**src/rtl/stopwatch_pkg.sv**
```systemverilog
// Shared types and constants for the stopwatch button path.
package stopwatch_pkg;

   typedef enum logic [2:0] {
      IDLE         = 3'd0,
      PRESS_WAIT   = 3'd1,
      PRESSED      = 3'd2,
      HELD         = 3'd3,
      RELEASE_WAIT = 3'd4
   } state_t;

   localparam int unsigned DEF_DEBOUNCE_CYCLES = 500000;     // 10 ms at 50 MHz
   localparam int unsigned DEF_HOLD_CYCLES     = 100000000;  // 2 s at 50 MHz

   // One spare bit above the largest terminal count keeps the compare headroom.
   function automatic int unsigned cnt_width(input int unsigned a, input int unsigned b);
      int unsigned m;
      m = (a > b) ? a : b;
      return 32'($clog2(m)) + 32'd1;
   endfunction

endpackage

```
**src/rtl/sync_2ff.sv**
```systemverilog
// Two-flop synchroniser for a single asynchronous level.
module sync_2ff (
   input  logic clk,
   input  logic reset,
   input  logic i_d,
   output logic o_q
);

   logic r_meta;
   logic r_sync;

   always_ff @(posedge clk) begin
      if (!reset) begin
         r_meta <= 1'b0;
         r_sync <= 1'b0;
      end else begin
         r_meta <= i_d;
         r_sync <= r_meta;
      end
   end

   assign o_q = r_sync;

endmodule

```
**src/rtl/button_debounce_pulse.sv**
```systemverilog
// Start/stop button conditioner: sync, press/release debounce, press/release/long pulses.
module button_debounce_pulse
   import stopwatch_pkg::*;
#(
   parameter int unsigned DEBOUNCE_CYCLES = DEF_DEBOUNCE_CYCLES,
   parameter int unsigned HOLD_CYCLES     = DEF_HOLD_CYCLES,
   parameter bit          BTN_ACTIVE_LOW  = 1'b0
) (
   input  logic clk,
   input  logic reset,
   input  logic btn_raw,
   output logic press_pulse,
   output logic release_pulse,
   output logic long_pulse,
   output logic btn_level
);

   localparam int unsigned   CW        = cnt_width(DEBOUNCE_CYCLES, HOLD_CYCLES);
   localparam logic [CW-1:0] DEB_LAST  = CW'(DEBOUNCE_CYCLES - 1);
   localparam logic [CW-1:0] HOLD_LAST = CW'(HOLD_CYCLES - 1);

   logic          w_btn_in;
   logic          w_btn_s;
   state_t        r_state;
   logic [CW-1:0] r_cnt;
   logic          r_press;
   logic          r_release;
   logic          r_long;
   logic          r_level;

   assign w_btn_in = btn_raw ^ BTN_ACTIVE_LOW;

   sync_2ff u_sync (
      .clk   (clk),
      .reset (reset),
      .i_d   (w_btn_in),
      .o_q   (w_btn_s)
   );

   // Counter restarts on every state entry, so it never needs to wrap.
   always_ff @(posedge clk) begin
      if (!reset) begin
         r_state   <= IDLE;
         r_cnt     <= '0;
         r_press   <= 1'b0;
         r_release <= 1'b0;
         r_long    <= 1'b0;
         r_level   <= 1'b0;
      end else begin
         r_press   <= 1'b0;
         r_release <= 1'b0;
         r_long    <= 1'b0;
         case (r_state)
            IDLE: begin
               if (w_btn_s) begin
                  r_state <= PRESS_WAIT;
                  r_cnt   <= CW'(1);
               end
            end
            PRESS_WAIT: begin
               if (!w_btn_s) begin
                  r_state <= IDLE;
                  r_cnt   <= '0;
               end else if (r_cnt == DEB_LAST) begin
                  r_state <= PRESSED;
                  r_press <= 1'b1;
                  r_level <= 1'b1;
                  r_cnt   <= '0;
               end else begin
                  r_cnt <= r_cnt + CW'(1);
               end
            end
            PRESSED: begin
               if (!w_btn_s) begin
                  r_state <= RELEASE_WAIT;
                  r_cnt   <= CW'(1);
               end else if (r_cnt == HOLD_LAST) begin
                  r_state <= HELD;
                  r_long  <= 1'b1;
                  r_cnt   <= '0;
               end else begin
                  r_cnt <= r_cnt + CW'(1);
               end
            end
            HELD: begin
               if (!w_btn_s) begin
                  r_state <= RELEASE_WAIT;
                  r_cnt   <= CW'(1);
               end
            end
            RELEASE_WAIT: begin
               // A bounce back high parks in HELD: no second press, no long detect.
               if (w_btn_s) begin
                  r_state <= HELD;
                  r_cnt   <= '0;
               end else if (r_cnt == DEB_LAST) begin
                  r_state   <= IDLE;
                  r_release <= 1'b1;
                  r_level   <= 1'b0;
                  r_cnt     <= '0;
               end else begin
                  r_cnt <= r_cnt + CW'(1);
               end
            end
            default: begin
               r_state <= IDLE;
               r_cnt   <= '0;
               r_level <= 1'b0;
            end
         endcase
      end
   end

   assign press_pulse   = r_press;
   assign release_pulse = r_release;
   assign long_pulse    = r_long;
   assign btn_level     = r_level;

endmodule

```
**config.mk**
```make
export PLATFORM = sky130hd
export DESIGN_NAME = button_debounce_pulse
export DESIGN_NICKNAME = d
export VERILOG_FILES = /design/src/rtl/stopwatch_pkg.sv /design/src/rtl/sync_2ff.sv /design/src/rtl/button_debounce_pulse.sv
export SDC_FILE = /design/constraint.sdc
export NUM_CORES = 1
export LEC_CHECK = 0
export ABC_AREA = 0
export BUFFER_PORTS_ARGS = -buffer_cell sky130_fd_sc_hd__buf_4
export CORE_ASPECT_RATIO = 2
export CORE_MARGIN = 5
export CORE_UTILIZATION = 45
export CTS_CLUSTER_SIZE = 8
export DETAILED_ROUTE_END_ITERATION = 7
export GPL_ROUTABILITY_DRIVEN = 0
export HOLD_SLACK_MARGIN = 0.12
export MAX_ROUTING_LAYER = met4
export PLACE_DENSITY_LB_ADDON = 0.05
export SLEW_MARGIN = 20
export SYNTH_ARGS = -nofsm -noshare
export SYNTH_HDL_FRONTEND = slang
export SYNTH_SLANG_ARGS = --single-unit
```
**constraint.sdc**
```tcl
create_clock -name clk -period 2.63 [get_ports clk]
set_clock_uncertainty 0.1 [all_clocks]
set_input_delay 0.3945 -clock clk [delete_from_list [all_inputs] [get_ports clk]]
set_output_delay 0.3945 -clock clk [all_outputs]
set_load 0.03 [all_outputs]
```
==> flow_summary.json, run 1 <==
{
  "netlist_area_sq_um": 1960,
  "cts_resized": 0,
  "core_sq_um": 4300,
  "status": "finished clean",
  "setup_ws_ns": 0.195,
  "cts_num_sinks": 37,
  "fin_crit_sh_pct": 92.6,
  "tightestPinTransition_ns": 0.608,
  "nFillCells": 421,
  "grt_remaining_overflow": 0,
  "synth_seq_cells": 37,
  "wl_met3_um": 104,
  "viasPerCell": 5.78,
  "grt_pass1_wl_um": 8450,
  "worst_skew_pair.late_latency_ns": 0.29,
  "seq_area_sq_um": 741,
  "post_cts_buffers": 0,
  "dpl_worst_slack_ns": 0.202,
  "cts-htree-levels": 2,
  "hp-class": "input port to flip-flop",
  "synthFlopType": "dfxtp_1",
  "route.detailed.drc": 0,
  "drtPass1Iterations": 4,
  "grt_usage_pct": 19.2,
  "dieArea_sq_um": 5860,
  "timing.rr.end": "r_state[1]",
  "clk_pin_slew_ns": 0.08,
  "ant_nets": 0,
  "final_area_sq_um": 2180,
  "path_delay_family": "simple AND/OR/NAND/NOR gates",
  "cts_tree": "yes",
  "grt_pass1_vias": 1834,
  "reg2reg_depth": 7,
  "worst_ir_drop_vdd_mv": 0.462,
  "wl_met1_um": 1840,
  "route.met2.wl_um": 2820,
  "antenna_cells": 0,
  "synth_enable_flop_cells": 0,
  "p_per_area_nw_per_um2": 472,
  "drt-initial-drc-count": 62,
  "max_slew_margin_pct": 59.1,
  "post-route-util_pct": 50.6,
  "cp-end-kind": "flip-flop",
  "rsz0062_at_grt": "false",
  "async_flop_share_pct": 0,
  "critPathMaxFanout": 7,
  "rr_startpoint": "r_cnt[0]",
  "path_class": "flip-flop to flip-flop",
  "slowest_stage": "or3_4",
  "fp.dieW_um": 56.7,
  "syn_nets": 240,
  "worstHoldStart": "btn_raw",
  "antenna_found_initial": 0,
  "drv_slew": 0,
  "num_rows": 34,
  "crit_path_start": "r_cnt[0]",
  "min_to": "u_sync.r_meta",
  "min_period_ns": 2.44,
  "worstPathRequired_ns": 2.73,
  "synth.distinct_cells": 51,
  "cp.arrival_ns": 2.53,
  "fmax_ghz": 0.411,
  "route.final.wire_length_um": 5020,
  "grt_max_degree": 15,
  "ys_warn_count": 0,
  "cts_hold_buf": 0,
  "area_growth_pct": 10.9,
  "hold_depth": 2,
  "critPathLaunchType": "flip-flop",
  "top_layer": "met4",
  "fin_nets": 253,
  "path_buf_inv": 0,
  "clockBufferDepth": 2,
  "setup_viol": 0,
  "vias": 1751,
  "numCtsBuffers": 5,
  "syn_inst": 236,
  "power.leakage_nw": 0.736,
  "drive_gt1_share_pct": 13.3,
  "start_util_pct": 45.7,
  "ios": 7,
  "cts_root_buffer": "clkbuf_8",
  "path_cells": "ha_1, nand3_1, or3_4, o21bai_4, and3_1, nand2_4, a2111oi_4",
  "slowest_delay_ns": 0.45,
  "finalHoldViolations": 0,
  "multiInputGateArea_sq_um": 1140,
  "ys_seq_area_share_pct": 37.8,
  "timing.hold.ws_ns": 0.207,
  "syn_area_per_cell_sq_um": 8.31,
  "wire_per_inst_um": 16.6,
  "dpl-instance-area_sq_um": 2090,
  "io_buffers": 6,
  "dieHeight_um": 103,
  "place_hpwl_um": 3820,
  "maxCapViolations": 0,
  "r2r_setup_slack_ns": 0.19,
  "fin_setup_tns_ns": 0
}
-- cell families after synthesis --
group / synth area share [%]
compound gates: 12.1
mux: 0.510
fa+ha+maj: 0.638
simple gates: 36.5
buf+inv: 4.02
flops: 37.8
xor+xnor: 8.48
-- worst max path at each step --
| stage | cells past startpoint | to | slack [ns] |
|---|---|---|---|
| 2_1_floorplan | 7 | r_state[1] | 0.48 |
| 4_1_cts | 7 | r_state[1] | 0.18 |
| 5_1_grt | 7 | r_state[1] | 0.03 |
| 6_report | 7 | r_state[1] | 0.19 |
| 3_3_place_gp | 7 | r_state[1] | 0.30 |
| 3_5_place_dp | 7 | r_state[1] | 0.20 |
-- Yosys cell counts, drive strengths merged, types with 2 or more instances --
cell	number	area [sq um]
a21o	3	22.5
a21oi	5	25.0
a22oi	2	15.0
a31oi	2	12.5
and2	2	12.5
and3	7	43.8
buf	7	52.5
clkbuf	4	15.0
dfxtp	37	741
inv	3	11.3
nand2	22	90.1
nand2b	2	12.5
nand3	17	90.1
nand3b	3	22.5
nand4	12	75.1
nor2	34	128
nor2b	6	37.5
nor3	7	40.0
nor3b	3	22.5
nor4	7	43.8
o211ai	3	22.5
o21ai	8	43.8
o21bai	2	26.3
or3	2	17.5
or3b	2	17.5
or4	2	18.8
xor2	18	158
-- sequential cells by signal, indices dropped and copies added, names as in the netlist --
signal,cells
btn_level,1
long_pulse,1
press_pulse,1
r_cnt,28
r_state,3
release_pulse,1
u_sync.o_q,1
u_sync.r_meta,1
-- final cells by class --
type / count / area share (%)
inverters: 3 / 0.518
clock buffers: 7 / 3.97
flip-flops and latches: 37 / 34.0
well taps: 54 / 3.11
multi-input cells: 185 / 52.5
repair buffers: 17 / 5.87
-- power breakdown --
part	leakage (nW)	internal (mW)	switching (mW)
sequential	0.299	0.564	0.00602
clock	0.0443	0.208	0.200
combinational	0.393	0.0172	0.0319
total	0.736	0.789	0.238
-- cells in the final DEF, fill, tap and decap left out, drive strengths merged, types with 2 or more instances in the layout --
cell type	n
nor2	34
nand4	12
a22oi	2
nand2	22
nand3	17
nand2b	2
nor3b	3
or3b	2
or3	2
clkbuf	7
xor2	18
or4	2
nor3	7
and3	7
a21oi	5
o211ai	3
and2	2
buf	17
o21ai	8
a21o	3
nand3b	3
o21bai	2
nor4	7
inv	3
nor2b	6
a31oi	2
dfxtp	37
-- metal layers --
metal | vias up | track usage, %
met5 | - | -
met4 | 0 | 13.5
met3 | 21 | 3.35
met2 | 31 | 36.0
met1 | 832 | 16.8
li1 | 867 | -
-- stage by stage --
step	std cells	power, mW
floorplan	236	0.617
global placement	296	0.630
detailed placement	296	0.632
CTS	303	1.04
global route	303	1.07
finish	303	1.03
Note: power is estimated with default switching activity, not from simulation.
==> run 2, diff against run 1 <==
--- a/config.mk
+++ b/config.mk
@@ -6,12 +6,12 @@
 export NUM_CORES = 1
 export LEC_CHECK = 0
 export ABC_AREA = 0
-export BUFFER_PORTS_ARGS = -buffer_cell sky130_fd_sc_hd__buf_4
 export CORE_ASPECT_RATIO = 2
 export CORE_MARGIN = 5
 export CORE_UTILIZATION = 45
 export CTS_CLUSTER_SIZE = 8
 export DETAILED_ROUTE_END_ITERATION = 7
+export DONT_BUFFER_PORTS = 1
 export GPL_ROUTABILITY_DRIVEN = 0
 export HOLD_SLACK_MARGIN = 0.12
 export MAX_ROUTING_LAYER = met4
==> flow_summary.json, run 2 (synthesis gave the netlist of run 1 again) <==
{
  "status": "finished clean",
  "largest_register_ff_count": 28,
  "place_hpwl_um": 3820,
  "cp.arrival_ns": 2.47,
  "fmax_ghz": 0.421,
  "fin_nets": 246,
  "critPathMaxFanout": 7,
  "drive_gt1_share_pct": 11.5,
  "slowest_stage": "or3_4",
  "start_util_pct": 45.7,
  "min_period_ns": 2.38,
  "clk_pin_slew_ns": 0.08,
  "drt-initial-drc-count": 48,
  "cts_tree": "yes",
  "top_register": "r_cnt",
  "antenna_found_initial": 0,
  "numCtsBuffers": 5,
  "ios": 7,
  "fin_crit_sh_pct": 90.3,
  "area_growth_pct": 9.18,
  "grt_max_degree": 22,
  "hp-class": "input port to flip-flop",
  "path_class": "flip-flop to flip-flop",
  "timing.hold.ws_ns": 0.126,
  "route.detailed.drc": 0,
  "num_rows": 34,
  "io_buffers": 0,
  "cp-end-kind": "flip-flop",
  "core_sq_um": 4300,
  "fin_setup_tns_ns": 0,
  "tightestPinTransition_ns": 0.644,
  "power.leakage_nw": 0.709,
  "clockBufferDepth": 2,
  "maxCapViolations": 0,
  "fp.dieW_um": 56.7,
  "final_area_sq_um": 2140,
  "cts_num_sinks": 37,
  "critPathLaunchType": "flip-flop",
  "setup_viol": 0,
  "drtPass1Iterations": 4,
  "viasPerCell": 5.82,
  "nFillCells": 433,
  "ant_nets": 0,
  "worst_skew_pair.late_latency_ns": 0.29,
  "grt_remaining_overflow": 0,
  "grt_usage_pct": 19.4,
  "dieArea_sq_um": 5860,
  "max_slew_margin_pct": 56.7,
  "dieHeight_um": 103,
  "worstPathRequired_ns": 2.72,
  "r2r_setup_slack_ns": 0.25,
  "grt_pass1_wl_um": 8490,
  "route.final.wire_length_um": 5030,
  "path_cells": "ha_1, nand3_1, or3_4, o21bai_4, and3_2, nand2_4, a2111oi_4",
  "wire_per_inst_um": 16.9,
  "grt_pass1_vias": 1826,
  "cts_root_buffer": "clkbuf_8",
  "cts-htree-levels": 2,
  "rsz0062_at_grt": "false",
  "vias": 1728,
  "slowest_delay_ns": 0.45,
  "dpl-instance-area_sq_um": 2030,
  "reg.largest.list": "r_cnt x28, r_state x3",
  "final_cell_mix": "37 x dfxtp_1, 34 x nor2_1, 21 x nand2_1",
  "antenna_cells": 0,
  "p_per_area_nw_per_um2": 491,
  "finalHoldViolations": 0,
  "final_common_cell": "dfxtp_1",
  "total_power_mw": 1.05,
  "drv_slew": 0,
  "worst_ir_drop_vdd_mv": 0.308
}
run 2: stage by stage:
step / utilization (%) / instances / worst slack (ns)
floorplan: - / 236 / 0.479
global placement: 47.2 / 288 / 0.301
detailed placement: 47.2 / 288 / 0.191
CTS: 49.8 / 297 / 0.177
global route: 49.9 / 297 / 0.0781
finish: 49.9 / 297 / 0.254
run 2: critical path, delay by kind of cell, from the launching register on:
kind            cells  cell delay, ns
flops               1            0.44
simple gates        4            1.02
fa+ha+maj           1            0.27
compound gates      2            0.45
run 2: per-layer routing:
layer  track usage (%)  wire length, um  vias up
met5                 -                0        -
met2              36.8             2810       32
li1                  -                -      854
met1              17.7             1900      830
met4              11.7              210        0
met3              2.86              110       12
run 2: timing repair:
| item | CTS | global route |
|---|---|---|
| gates resized for setup | 0 | 1 |
| hold endpoints to repair | 1 | 0 |
| hold buffers | 1 | 0 |
| setup buffers | 0 | 0 |
| setup endpoints to repair | 0 | 1 |
run 2: area by class of cell:
type / count / area [sq um] / area share, %
multi-input cells: 185 / 1140 / 53.4
flip-flops and latches: 37 / 741 / 34.6
clock buffers: 7 / 96.3 / 4.50
repair buffers: 10 / 77.6 / 3.62
well taps: 54 / 67.6 / 3.15
inverters: 3 / 11.3 / 0.526
clock inverters: 1 / 5.00 / 0.234
run 2: path summary, 6_finish.rpt:
kind         cells after the start     startpoint       endpoint
min reg2reg                      1  u_sync.r_meta     u_sync.o_q
max reg2reg                      7       r_cnt[0]     r_state[1]
min                              1          reset  u_sync.r_meta
max                              7       r_cnt[0]     r_state[1]
run 2: power by group:
part / internal (mW) / switching (mW) / total [mW] / leakage, nW
registers: 0.564 / 0.00837 / 0.572 / 0.299
logic: 0.0135 / 0.0259 / 0.0395 / 0.356
clock network: 0.237 / 0.203 / 0.440 / 0.0542
total: 0.814 / 0.238 / 1.05 / 0.709
==> run 3, diff against run 2 <==
==> constraint.sdc (replaced) <==
create_clock -name clk -period 2.8 [get_ports clk]
set_clock_uncertainty 0.1 [all_clocks]
set_input_delay 0.42 -clock clk [delete_from_list [all_inputs] [get_ports clk]]
set_output_delay 0.42 -clock clk [all_outputs]
set_load 0.03 [all_outputs]
==> flow_summary.json, run 3 (synthesis gave the netlist of run 1 again) <==
{
  "clockBufferDepth": 2,
  "setup_viol": 0,
  "fmax_ghz": 0.403,
  "status": "finished clean",
  "grt_usage_pct": 19.1,
  "path_class": "flip-flop to flip-flop",
  "core_sq_um": 4300,
  "wire_per_inst_um": 17.0,
  "switching_power_mw": 0.221,
  "ios": 7,
  "numCtsBuffers": 5,
  "p_comb_share_pct": 3.8,
  "drt-initial-drc-count": 111,
  "reg.largest.list": "r_cnt x28, r_state x3",
  "fin_nets": 243,
  "start_util_pct": 45.7,
  "viasPerCell": 5.96,
  "p_per_area_nw_per_um2": 455,
  "cts_hold_buf": 0,
  "cts_num_sinks": 37,
  "tightestPinTransition_ns": 0.597,
  "antenna_found_initial": 0,
  "place_hpwl_um": 3790,
  "switching_share_pct": 23.1,
  "worstHoldStart": "reset",
  "cp-end-kind": "flip-flop",
  "largest_register_ff_count": 28,
  "vias": 1746,
  "ant_nets": 0,
  "final_common_cell": "dfxtp_1",
  "hp-class": "input port to flip-flop",
  "power.leakage_nw": 0.682,
  "route.final.wire_length_um": 4970,
  "dieHeight_um": 103,
  "critPathLaunchType": "flip-flop",
  "cp.arrival_ns": 2.55,
  "dieArea_sq_um": 5860,
  "post_cts_buffers": 0,
  "finalHoldViolations": 0,
  "grt_max_degree": 22,
  "dpl-instance-area_sq_um": 2010,
  "worst_ir_drop_vdd_mv": 0.305,
  "io_buffers": 0,
  "min_period_ns": 2.48,
  "final_cell_mix": "37 x dfxtp_1, 34 x nor2_1, 21 x nand2_1",
  "top_register": "r_cnt",
  "p_seq_share_pct": 56.2,
  "dp_cells": 286,
  "cts_root_buffer": "clkbuf_8",
  "num_rows": 34,
  "maxCapViolations": 0,
  "antenna_cells": 0,
  "worstPathRequired_ns": 2.87,
  "grt_pass1_vias": 1821,
  "rr_startpoint": "r_cnt[0]",
  "clkPwrFrac_pct": 40.0,
  "fin_setup_tns_ns": 0,
  "fp.dieW_um": 56.7,
  "internal_power_mw": 0.736,
  "fin_crit_sh_pct": 88.7,
  "grt_remaining_overflow": 0,
  "worst_skew_pair.late_latency_ns": 0.29,
  "drive_gt1_share_pct": 10.0,
  "critPathMaxFanout": 21,
  "cts_resized": 0,
  "finalNonFillerCells": 293,
  "clk_pin_slew_ns": 0.08,
  "area_growth_pct": 7.27,
  "drtPass1Iterations": 4,
  "final_area_sq_um": 2100,
  "crit_path_start": "r_cnt[0]",
  "route.detailed.drc": 0,
  "grt_pass1_wl_um": 8310,
  "rsz0062_at_grt": "false",
  "max_slew_margin_pct": 59.8,
  "drv_slew": 0,
  "cts_tree": "yes",
  "cts-htree-levels": 2
}
run 3: path summary, 6_finish.rpt:
kind | end | slack, ns | depth (start not counted)
worst min-delay path | u_sync.r_meta | 0.15 | 1
worst max-delay path | r_cnt[13] | 0.32 | 8
worst max register to register | r_cnt[13] | 0.32 | 8
worst min register to register | u_sync.o_q | 0.34 | 1
run 3: final cells by class:
| cell class | count | area [sq um] |
|---|---|---|
| well taps | 54 | 67.6 |
| inverters | 3 | 11.3 |
| fillers | 436 | 2190 |
| clock buffers | 6 | 82.6 |
| multi-input cells | 185 | 1140 |
| repair buffers | 7 | 52.6 |
| flip-flops and latches | 37 | 741 |
| clock inverters | 1 | 7.51 |
run 3: per-layer routing:
metal	routed length (um)	global-route usage [%]	part of all wire, %	vias up
met3	141	2.98	2.8	30
met4	363	16.6	7.3	0
met1	1760	17.1	35	832
met5	0	-	0	-
met2	2710	34.0	55	45
li1	-	-	-	839
run 3: power by group through the flow:
stage	clock [mW]	combinational [mW]	sequential, mW
2_1_floorplan	0	0.0330	0.547
3_3_place_gp	0	0.0353	0.550
3_5_place_dp	0	0.0365	0.550
4_1_cts	0.394	0.0363	0.538
5_1_grt	0.417	0.0398	0.539
6_report	0.383	0.0363	0.538
run 3: critical path, stage by stage, from the launching register on:
cell      delay [ns]
dfxtp_1         0.45
ha_1            0.26
nand3_1         0.20
or3_4           0.45
o21bai_4        0.13
nand3_2         0.22
o21ai_2         0.19
buf_4           0.25
o31ai_1         0.10
run 3: stage by stage:
| step | power (mW) | hold slack (ns) | utilization, % | setup slack, ns |
|---|---|---|---|---|
| 6_report | 0.957 | 0.147 | 49.0 | 0.316 |
| 4_1_cts | 0.968 | 0.140 | 49.0 | 0.322 |
| 3_3_place_gp | 0.585 | 0.317 | 46.9 | 0.444 |
| 3_5_place_dp | 0.587 | 0.331 | 46.9 | 0.331 |
| 5_1_grt | 0.995 | 0.143 | 49.0 | 0.109 |
| 2_1_floorplan | 0.580 | 0.312 | - | 0.649 |
